===== src/rtl/frame_sched_pkg.sv =====
// Shared definitions for the frame scheduler and the receive state machine.
//
// Contents:
//   sched_state_e   - scheduler FSM states
//   *Def constants  - default frame geometry (also used by the receiver) and
//                     default arbitration/timeout settings
//   cnt_width()     - counter width helper that never returns zero
package frame_sched_pkg;

  localparam int unsigned NReqDef        = 4;
  localparam int unsigned FrameBytesDef  = 4;
  localparam int unsigned BitsPerByteDef = 8;
  localparam int unsigned TimeoutCycDef  = 64;

  typedef enum logic [2:0] {
    StIdle,
    StWaitRdy,
    StSend,
    StWaitFin,
    StDone,
    StAbort
  } sched_state_e;

  // Width needed to count 0..n-1; a single bit is kept for n <= 1 so that
  // degenerate parameterisations still elaborate.
  function automatic int unsigned cnt_width(input int unsigned n);
    return (n > 1) ? $clog2(n) : 1;
  endfunction

endpackage


===== src/rtl/frame_sched_rr_arbiter.sv =====
// Combinational requester selection for frame_sched.
//
// Default build: rotating priority. The search starts one past the previous
// winner (last_idx_i) and wraps, so every active requester is served within
// NReq frames.
// With FRAME_SCHED_FIXED_PRIO_EN defined: fixed priority, lowest index wins and
// last_idx_i is ignored.
//
// Ports:
//   req_i       - per-requester frame request
//   last_idx_i  - index of the requester that owned the previous frame
//   grant_o     - one-hot selected requester (all zero when any_o is low)
//   idx_o       - binary index of the selected requester
//   any_o       - at least one request is pending
module frame_sched_rr_arbiter
  import frame_sched_pkg::*;
#(
  parameter int unsigned NReq = NReqDef,
  parameter int unsigned IdxW = cnt_width(NReqDef)
) (
  input  logic [NReq-1:0] req_i,
  input  logic [IdxW-1:0] last_idx_i,
  output logic [NReq-1:0] grant_o,
  output logic [IdxW-1:0] idx_o,
  output logic            any_o
);

`ifdef FRAME_SCHED_FIXED_PRIO_EN

  logic unused_last_idx;
  assign unused_last_idx = ^last_idx_i;

  always_comb begin
    logic [IdxW-1:0] cand;
    cand    = '0;
    grant_o = '0;
    idx_o   = '0;
    any_o   = 1'b0;
    for (int unsigned i = 0; i < NReq; i++) begin
      cand = IdxW'(i);
      if (!any_o && req_i[cand]) begin
        any_o          = 1'b1;
        grant_o[cand]  = 1'b1;
        idx_o          = cand;
      end
    end
  end

`else

  always_comb begin
    logic [IdxW-1:0] cand;
    cand    = '0;
    grant_o = '0;
    idx_o   = '0;
    any_o   = 1'b0;
    // k = NReq revisits last_idx_i itself, so a lone requester can win twice
    // in a row.
    for (int unsigned k = 1; k <= NReq; k++) begin
      cand = IdxW'((32'(last_idx_i) + k) % NReq);
      if (!any_o && req_i[cand]) begin
        any_o          = 1'b1;
        grant_o[cand]  = 1'b1;
        idx_o          = cand;
      end
    end
  end

`endif

endmodule


===== src/rtl/frame_sched.sv =====
// Frame scheduler: shares one serial TX->RX link between NReq requesters.
//
// A grant covers a whole frame of FrameBytes bytes, BitsPerByte bits each.
// Before every byte the block waits for rx_ready_i; after the last byte it
// waits for rx_finish_i. Either wait longer than TimeoutCyc cycles aborts
// the frame. Requests are only arbitrated while idle.
//
// Build option: FRAME_SCHED_FIXED_PRIO_EN selects fixed lowest-index-first
// priority instead of round-robin (see frame_sched_rr_arbiter).
//
// Ports:
//   clk, rst_n      - clock, asynchronous active-low reset
//   req_i           - per-requester frame request (level)
//   req_data_i      - per-requester serial data bit
//   gnt_o           - registered one-hot grant, held for the whole frame
//   bit_ack_o       - one-hot, granted requester's bit consumed this cycle
//   tx_valid_o      - serial bit valid towards the receiver
//   tx_data_o       - serial bit, req_data_i of the granted requester
//   rx_ready_i      - receiver ready for the next byte
//   rx_finish_i     - receiver holds a complete frame
//   frame_done_o    - registered one-cycle pulse, frame completed
//   frame_err_o     - registered one-cycle pulse, frame aborted on timeout
//   busy_o          - high in every state except idle
module frame_sched
  import frame_sched_pkg::*;
#(
  parameter int unsigned NReq        = NReqDef,
  parameter int unsigned FrameBytes  = FrameBytesDef,
  parameter int unsigned BitsPerByte = BitsPerByteDef,
  parameter int unsigned TimeoutCyc  = TimeoutCycDef
) (
  input  logic            clk,
  input  logic            rst_n,
  input  logic [NReq-1:0] req_i,
  input  logic [NReq-1:0] req_data_i,
  output logic [NReq-1:0] gnt_o,
  output logic [NReq-1:0] bit_ack_o,
  output logic            tx_valid_o,
  output logic            tx_data_o,
  input  logic            rx_ready_i,
  input  logic            rx_finish_i,
  output logic            frame_done_o,
  output logic            frame_err_o,
  output logic            busy_o
);

  localparam int unsigned IdxW  = cnt_width(NReq);
  localparam int unsigned BitW  = cnt_width(BitsPerByte);
  localparam int unsigned ByteW = cnt_width(FrameBytes);
  localparam int unsigned ToW   = cnt_width(TimeoutCyc);

  localparam logic [IdxW-1:0]  IdxLast  = IdxW'(NReq - 1);
  localparam logic [BitW-1:0]  BitLast  = BitW'(BitsPerByte - 1);
  localparam logic [ByteW-1:0] ByteLast = ByteW'(FrameBytes - 1);
  localparam logic [ToW-1:0]   ToLast   = ToW'(TimeoutCyc - 1);

  sched_state_e     state_q;
  logic [NReq-1:0]  gnt_q;
  logic [IdxW-1:0]  idx_q;
  logic [IdxW-1:0]  last_idx_q;
  logic [BitW-1:0]  bit_cnt_q;
  logic [ByteW-1:0] byte_cnt_q;
  logic [ToW-1:0]   to_cnt_q;
  logic             done_q;
  logic             err_q;

  logic [NReq-1:0]  arb_gnt;
  logic [IdxW-1:0]  arb_idx;
  logic             arb_any;
  logic             send;

  frame_sched_rr_arbiter #(
    .NReq (NReq),
    .IdxW (IdxW)
  ) u_arbiter (
    .req_i      (req_i),
    .last_idx_i (last_idx_q),
    .grant_o    (arb_gnt),
    .idx_o      (arb_idx),
    .any_o      (arb_any)
  );

  // gnt/done/err change together on the way into DONE/ABORT, so the pulse
  // and the released grant are visible in the same cycle.
  always_ff @(posedge clk or negedge rst_n) begin
    if (!rst_n) begin
      state_q    <= StIdle;
      gnt_q      <= '0;
      idx_q      <= '0;
      last_idx_q <= IdxLast;
      bit_cnt_q  <= '0;
      byte_cnt_q <= '0;
      to_cnt_q   <= '0;
      done_q     <= 1'b0;
      err_q      <= 1'b0;
    end else begin
      done_q <= 1'b0;
      err_q  <= 1'b0;
      unique case (state_q)
        StIdle: begin
          if (arb_any) begin
            gnt_q      <= arb_gnt;
            idx_q      <= arb_idx;
            byte_cnt_q <= '0;
            to_cnt_q   <= '0;
            state_q    <= StWaitRdy;
          end
        end
        StWaitRdy: begin
          if (rx_ready_i) begin
            bit_cnt_q <= '0;
            to_cnt_q  <= '0;
            state_q   <= StSend;
          end else if (to_cnt_q == ToLast) begin
            gnt_q   <= '0;
            err_q   <= 1'b1;
            state_q <= StAbort;
          end else begin
            to_cnt_q <= to_cnt_q + ToW'(1);
          end
        end
        StSend: begin
          // rx_ready_i is deliberately not looked at: a byte is never split.
          if (bit_cnt_q == BitLast) begin
            if (byte_cnt_q == ByteLast) begin
              state_q <= StWaitFin;
            end else begin
              byte_cnt_q <= byte_cnt_q + ByteW'(1);
              state_q    <= StWaitRdy;
            end
          end else begin
            bit_cnt_q <= bit_cnt_q + BitW'(1);
          end
        end
        StWaitFin: begin
          // to_cnt_q is already zero here: it was cleared entering StSend.
          if (rx_finish_i) begin
            gnt_q   <= '0;
            done_q  <= 1'b1;
            state_q <= StDone;
          end else if (to_cnt_q == ToLast) begin
            gnt_q   <= '0;
            err_q   <= 1'b1;
            state_q <= StAbort;
          end else begin
            to_cnt_q <= to_cnt_q + ToW'(1);
          end
        end
        StDone, StAbort: begin
          // An aborted requester also gives up priority, so a stuck source
          // cannot monopolise the link.
          last_idx_q <= idx_q;
          state_q    <= StIdle;
        end
        default: begin
          state_q <= StIdle;
        end
      endcase
    end
  end

  assign send = (state_q == StSend);

  always_comb begin
    bit_ack_o = '0;
    if (send) begin
      bit_ack_o[idx_q] = 1'b1;
    end
  end

  assign tx_valid_o   = send;
  assign tx_data_o    = send & req_data_i[idx_q];
  assign gnt_o        = gnt_q;
  assign frame_done_o = done_q;
  assign frame_err_o  = err_q;
  assign busy_o       = (state_q != StIdle);

endmodule


===== config.mk =====
export PLATFORM = sky130hd
export DESIGN_NAME = frame_sched
export DESIGN_NICKNAME = d
export VERILOG_FILES = /design/src/rtl/frame_sched_pkg.sv /design/src/rtl/frame_sched_rr_arbiter.sv /design/src/rtl/frame_sched.sv
export SDC_FILE = /design/constraint.sdc
export NUM_CORES = 1
export LEC_CHECK = 0
export ABC_CLOCK_PERIOD_IN_PS = 2400
export BUFFER_PORTS_ARGS = -buffer_cell sky130_fd_sc_hd__buf_2
export CAP_MARGIN = 20
export CORE_MARGIN = 10
export CORE_UTILIZATION = 30
export DETAILED_ROUTE_END_ITERATION = 8
export GPL_TIMING_DRIVEN = 0
export PLACE_DENSITY = 0.56
export SETUP_SLACK_MARGIN = 0.15
export SLEW_MARGIN = 0
export SYNTH_ARGS = -nofsm -noshare
export SYNTH_HDL_FRONTEND = slang
export SYNTH_SLANG_ARGS = --single-unit

===== constraint.sdc =====
create_clock -name clk -period 2.4 [get_ports clk]
set_input_delay 0.6 -clock clk [delete_from_list [all_inputs] [get_ports clk]]
set_output_delay 0.6 -clock clk [all_outputs]
set_load 0.02 [all_outputs]

Yosys cells after proc, flatten, opt, wreduce, memory -nomap -nowiden --
Cells that the tools add are included.
Operators by class: add/sub/neg operators 7, reductions and logical operators 23, div/mod/pow operators 0, $mul 0, order comparisons 10, muxes and demuxes 63, eq/ne operators 15, shift operators 0, bitwise logic cells 4
Operators by type and width (number):
- two-way mux 4 bit | 9
- two-way mux 6 bit | 4
- two-way mux 3 bit | 7
- two-way mux 1 bit | 19
- case mux 6 bit (3 select lines) | 1
- two-way mux 2 bit | 8
- < comparator 2 x 3 -> 1 bit (second input constant) | 5
- inequality test 2 bit (second input constant) | 6
- OR 4 bit | 3
- case mux 3 bit (4 select lines) | 1
- case mux 4 bit (3 select lines) | 1
- binary-select mux 1 bit (select 2 bit) | 5
- demux 1 bit (select 2 bit) | 5
- greater-or-equal comparator 2 x 1 -> 1 bit (second input constant) | 5
- equality test 3 bit (second input constant) | 3
- AND reduction 3 bit | 3
- logical AND 1 bit | 8
- adder 2 x 1 -> 2 bit (second input constant) | 3
- adder 6 x 1 -> 6 bit (second input constant) | 1
- equality test 3 x 2 -> 1 bit (second input constant) | 2
- equality test 6 bit (second input constant) | 1
- case mux 3 bit (2 select lines) | 1
- nonzero test 3 bit | 2
- adder 2 bit (second input constant) | 2
- 13 further kinds | 17
Storage, ports and cells: register bits 24, latch bits 0, memories kept 0, bits of input ports 12, bits in read-only memories 0, logic and storage cells 131, RAM bits 0

Longest topological paths before layout --
depth in word-level cells 15, gate-level depth with buffers 7, gate-level depth less buffers 6

Modules after synthesis --
A second synthesis with hierarchy kept.
Second synthesis, totals: cells, all modules 212, area, all modules 1924.3 sq um
By module, submodules not included:
- frame_sched | times used 1, cells each 126, area an instance 1295.0 sq um
- frame_sched_rr_arbiter | times used 1, cells each 86, area an instance 629.4 sq um

Worst setup path before layout --
No wires, ideal clock.
kind register to register, start point reg last_idx_q[0], end point reg gnt_q[0] (netlist: gnt_o[0]), slack 101 ps, arrival time 2233 ps, buffers on the path 1, library setup time 66 ps, data required time 2334 ps, stages on the path, launching flop included 8, cell sequence dfstp_2 -> buf_2 -> inv_1 -> ha_1 -> mux4_2 -> or3b_1 -> a221oi_1 -> a221o_1
Between the ends: word-level cells in the longest chain between the ends 15, elaborated cells between the ends (all ways) 53
Ends and longest elaborated chain:
- start, declared | line frame_sched.sv:60 | logic [IdxW-1:0] last_idx_q;
- start signal, assigned | line frame_sched.sv:90 | last_idx_q <= IdxLast;
- start signal, assigned | line frame_sched.sv:152 | last_idx_q <= idx_q;
- parallel branches: the longest is 15 deep, another holds < comparator 2 x 3 -> 1 bit
- end signal, assigned | line frame_sched.sv:102 | gnt_q <= arb_gnt;
- end, declared | line frame_sched.sv:58 | logic [NReq-1:0] gnt_q;
Parallel ways; which one is timed is not known. The select of a mux whose other input is x is not followed. A chain may end at the register's enable or synchronous reset.

Worst setup path after layout --
start point reg last_idx_q[0], end point reg gnt_q[2] (netlist: gnt_o[2])
The elaborated chain is that of the path after synthesis.

==> impl_metrics.tcl <==
set metrics [dict create \
    status "completed" \
    gr-total-overflow 0 \
    maxSlewViolCount 0 \
    crit_fanout 8 \
    antenna_found_initial 0 \
    ir_worst_vdd_v 0.000349 \
    cts.sinks 24 \
    critical-path-top-delay-family "flip-flops" \
    wl_met1_mm 1.97 \
    setup_ws_ps 193 \
    cts_hold_buf 0 \
    final_common_cell "buf_2" \
    worstPathRequired_ps 2600 \
    layout_min_cycle_time_ps 2210 \
    tightestPinTransition_ps 709 \
    p_leak_nw 0.955 \
    critPathSlowestCell "dfstp_2" \
    synth_area_sq_um 1690 \
    vias 1472 \
    grt_pass1_vias 1315 \
    coreArea_sq_um 5470 \
    ant_nets 0 \
    path_clk_slew_ps 80 \
    area_growth_pct 24.6 \
    finalHoldViolCount 0 \
    arrival_ps 2410 \
    wl_mm 4.19 \
    nets 243 \
    start_util_pct 30.9 \
    async_reset_ff_share_pct 100 \
    hold_class "primary input to async pin" \
    h-tree-depth 1 \
    finClkSkew_ps 4.72 \
    start_kind "flop" \
    die-area_sq_um 9040 \
    placed_area_sq_um 1900 \
    nFillCells 572 \
    grt_pass1_wl_mm 6.66 \
    cts_root_buffer "clkbuf_8" \
    reg2reg_depth 7 \
    synth_edf_count 0 \
    final_cell_mix "26 x buf_2, 21 x dfrtp_1, 15 x inv_1" \
    r2r_slack_ps 190 \
    cp-end-kind "flop" \
    critical_path.cell_chain "buf_8 > clkinvlp_4 > ha_4 > mux4_2 > buf_4 > a221oi_1 > a221o_1" \
    multi_input_area_sq_um 1030 \
    setup_viol 0 \
    rsz0062_at_grt "yes" \
    dp_hpwl_mm 2.96 \
    critPathBufInv 3 \
    ys_types 43 \
    cts_tree "built" \
    drt_drc_violations_left 0 \
    crit_type "flop to flop" \
    place_congestion 0.839 \
    dr.first_iter.drc_count 108 \
    cts_buffers 3 \
    detail_route.wl_per_cell_microns 14.4 \
    yosys_warnings 0 \
    ys_ff_latch 24 \
    dr.pass1.iters 4 \
    worstReg2RegEnd "gnt_o[2]" \
    grt_use_total_pct 9.02 \
    drive_above_1_share_pct 30.3 \
    grt_max_degree 25 \
    synth.avg_cell_area_sq_um 9.55 \
    final.period_utilization_pct 92.0 \
    max_cap_viol_count 0 \
    design_area_sq_um 2110 \
    relSlewSlack_pct 52.7 \
    regArea_sq_um 604 \
    wl_met2_mm 1.93 \
    cp_slowest_stage_delay_ps 590 \
    fmax_ghz 0.453 \
    hold_ws_ps 304 \
    syn-num-nets 201 \
    clk_path_buf_depth 2 \
    synth_cells 177 \
    io_buffers 24 \
    drt-vias-per-instance 5.08 \
    fp.dieH_microns 95.1 \
    antenna_cells 0 \
    power.density_nw_per_um2 1160 \
    place_ws_ps -64.2 \
    ys_seq_area_share_pct 35.7 \
    maxUsedRoutingLayer "met4" \
    route.met3.wl_microns 217 \
    row_count 27 \
    die_w_microns 95.1 \
    r2r-start "last_idx_q[0]" \
    clock_latency_ps 260 \
    synth-main-ff-cell "dfrtp_1" \
    ios 25 \
]
[Yosys cell counts (all sizes together) (3+ instances only)]
library cell | n | area share [%]
nor2 | 12 | 2.7
inv | 17 | 3.8
dfrtp | 22 | 33
mux2i | 5 | 3.0
o21ai | 8 | 2.4
a221oi | 5 | 3.0
o31ai | 4 | 1.8
nand3b | 5 | 2.2
buf | 3 | 1.3
nand2b | 4 | 1.5
a221o | 4 | 2.4
mux4 | 4 | 5.3
or3b | 6 | 3.1
nand2 | 12 | 2.7
a21oi | 14 | 4.1
clkbuf | 4 | 0.89
and3 | 3 | 1.1
nand3 | 4 | 1.2
ha | 12 | 8.9
[layer usage]
layer	GRT usage [%]	vias up
met3	1.73	4
met5	0	-
li1	-	733
met2	13.4	25
met1	12.4	710
met4	4.11	0
[worst reg2reg max path: stages (launching register included)]
cell and delay [ps]:
dfstp_2 590, buf_8 130, clkinvlp_4 110, ha_4 300, mux4_2 400, buf_4 180
a221oi_1 280, a221o_1 150
[sequential cells by signal, indices dropped and copies added (netlist names)]
register,count
frame_done_o,1
last_idx_q,2
gnt_o,4
idx_q,2
byte_cnt_q,2
bit_cnt_q,3
to_cnt_q,6
state_q,3
frame_err_o,1
[cells by family (layout without fill, tap and decap cells)]
group / after synthesis / in the layout / synth area share, %
and+or+nand+nor: 56 / 56 / 18.5
AOI/OAI and AO/OA: 50 / 50 / 21.4
DFF: 24 / 24 / 35.7
buffers and inverters: 24 / 65 / 5.92
adders and majority gates: 12 / 12 / 8.88
muxes: 11 / 11 / 9.62
[area by class of cell]
cell class	instances	share of cell area [%]
Tap cell	72	4.28
Clock buffer	4	2.14
Buffer	7	2.32
Multi-Input combinational cell	129	48.8
Timing Repair Buffer	37	10.5
Inverter	17	3.38
Sequential cell	24	28.7
[repair_timing]
action	4_1_cts	5_1_grt
buffers inserted	3	10
setup endpoints to repair	11	8
gates resized for setup	6	9
[how the worst max path moves through the flow]
stage / slack (ps) / depth (start not counted) / from / to
3_5_place_dp: -60 / 7 / last_idx_q[0] / gnt_o[0]
4_1_cts: 150 / 3 / idx_q[0] / tx_data_o
2_1_floorplan: 170 / 7 / last_idx_q[0] / gnt_o[0]
6_report: 190 / 7 / last_idx_q[0] / gnt_o[2]
5_1_grt: 120 / 7 / last_idx_q[0] / gnt_o[0]
3_3_place_gp: -70 / 7 / last_idx_q[0] / gnt_o[0]
[per-stage QoR]
| stage | total power [mW] | TNS, ps | util, % | cells |
|---|---|---|---|---|
| finish | 2.45 | 0 | 38.5 | 290 |
| global route | 2.66 | 0 | 38.5 | 290 |
| CTS | 2.27 | 0 | 36.6 | 280 |
| detailed placement | 1.94 | -208 | 34.8 | 273 |
| global placement | 1.92 | -211 | 34.8 | 273 |
| floorplan | 1.62 | 0 | - | 177 |
[where the power goes]
| group | switching, mW | internal (mW) |
|---|---|---|
| Clock | 0.124 | 0.119 |
| Combinational | 0.808 | 0.705 |
| Sequential | 0.138 | 0.556 |
Power figures use the tool's default switching activity.
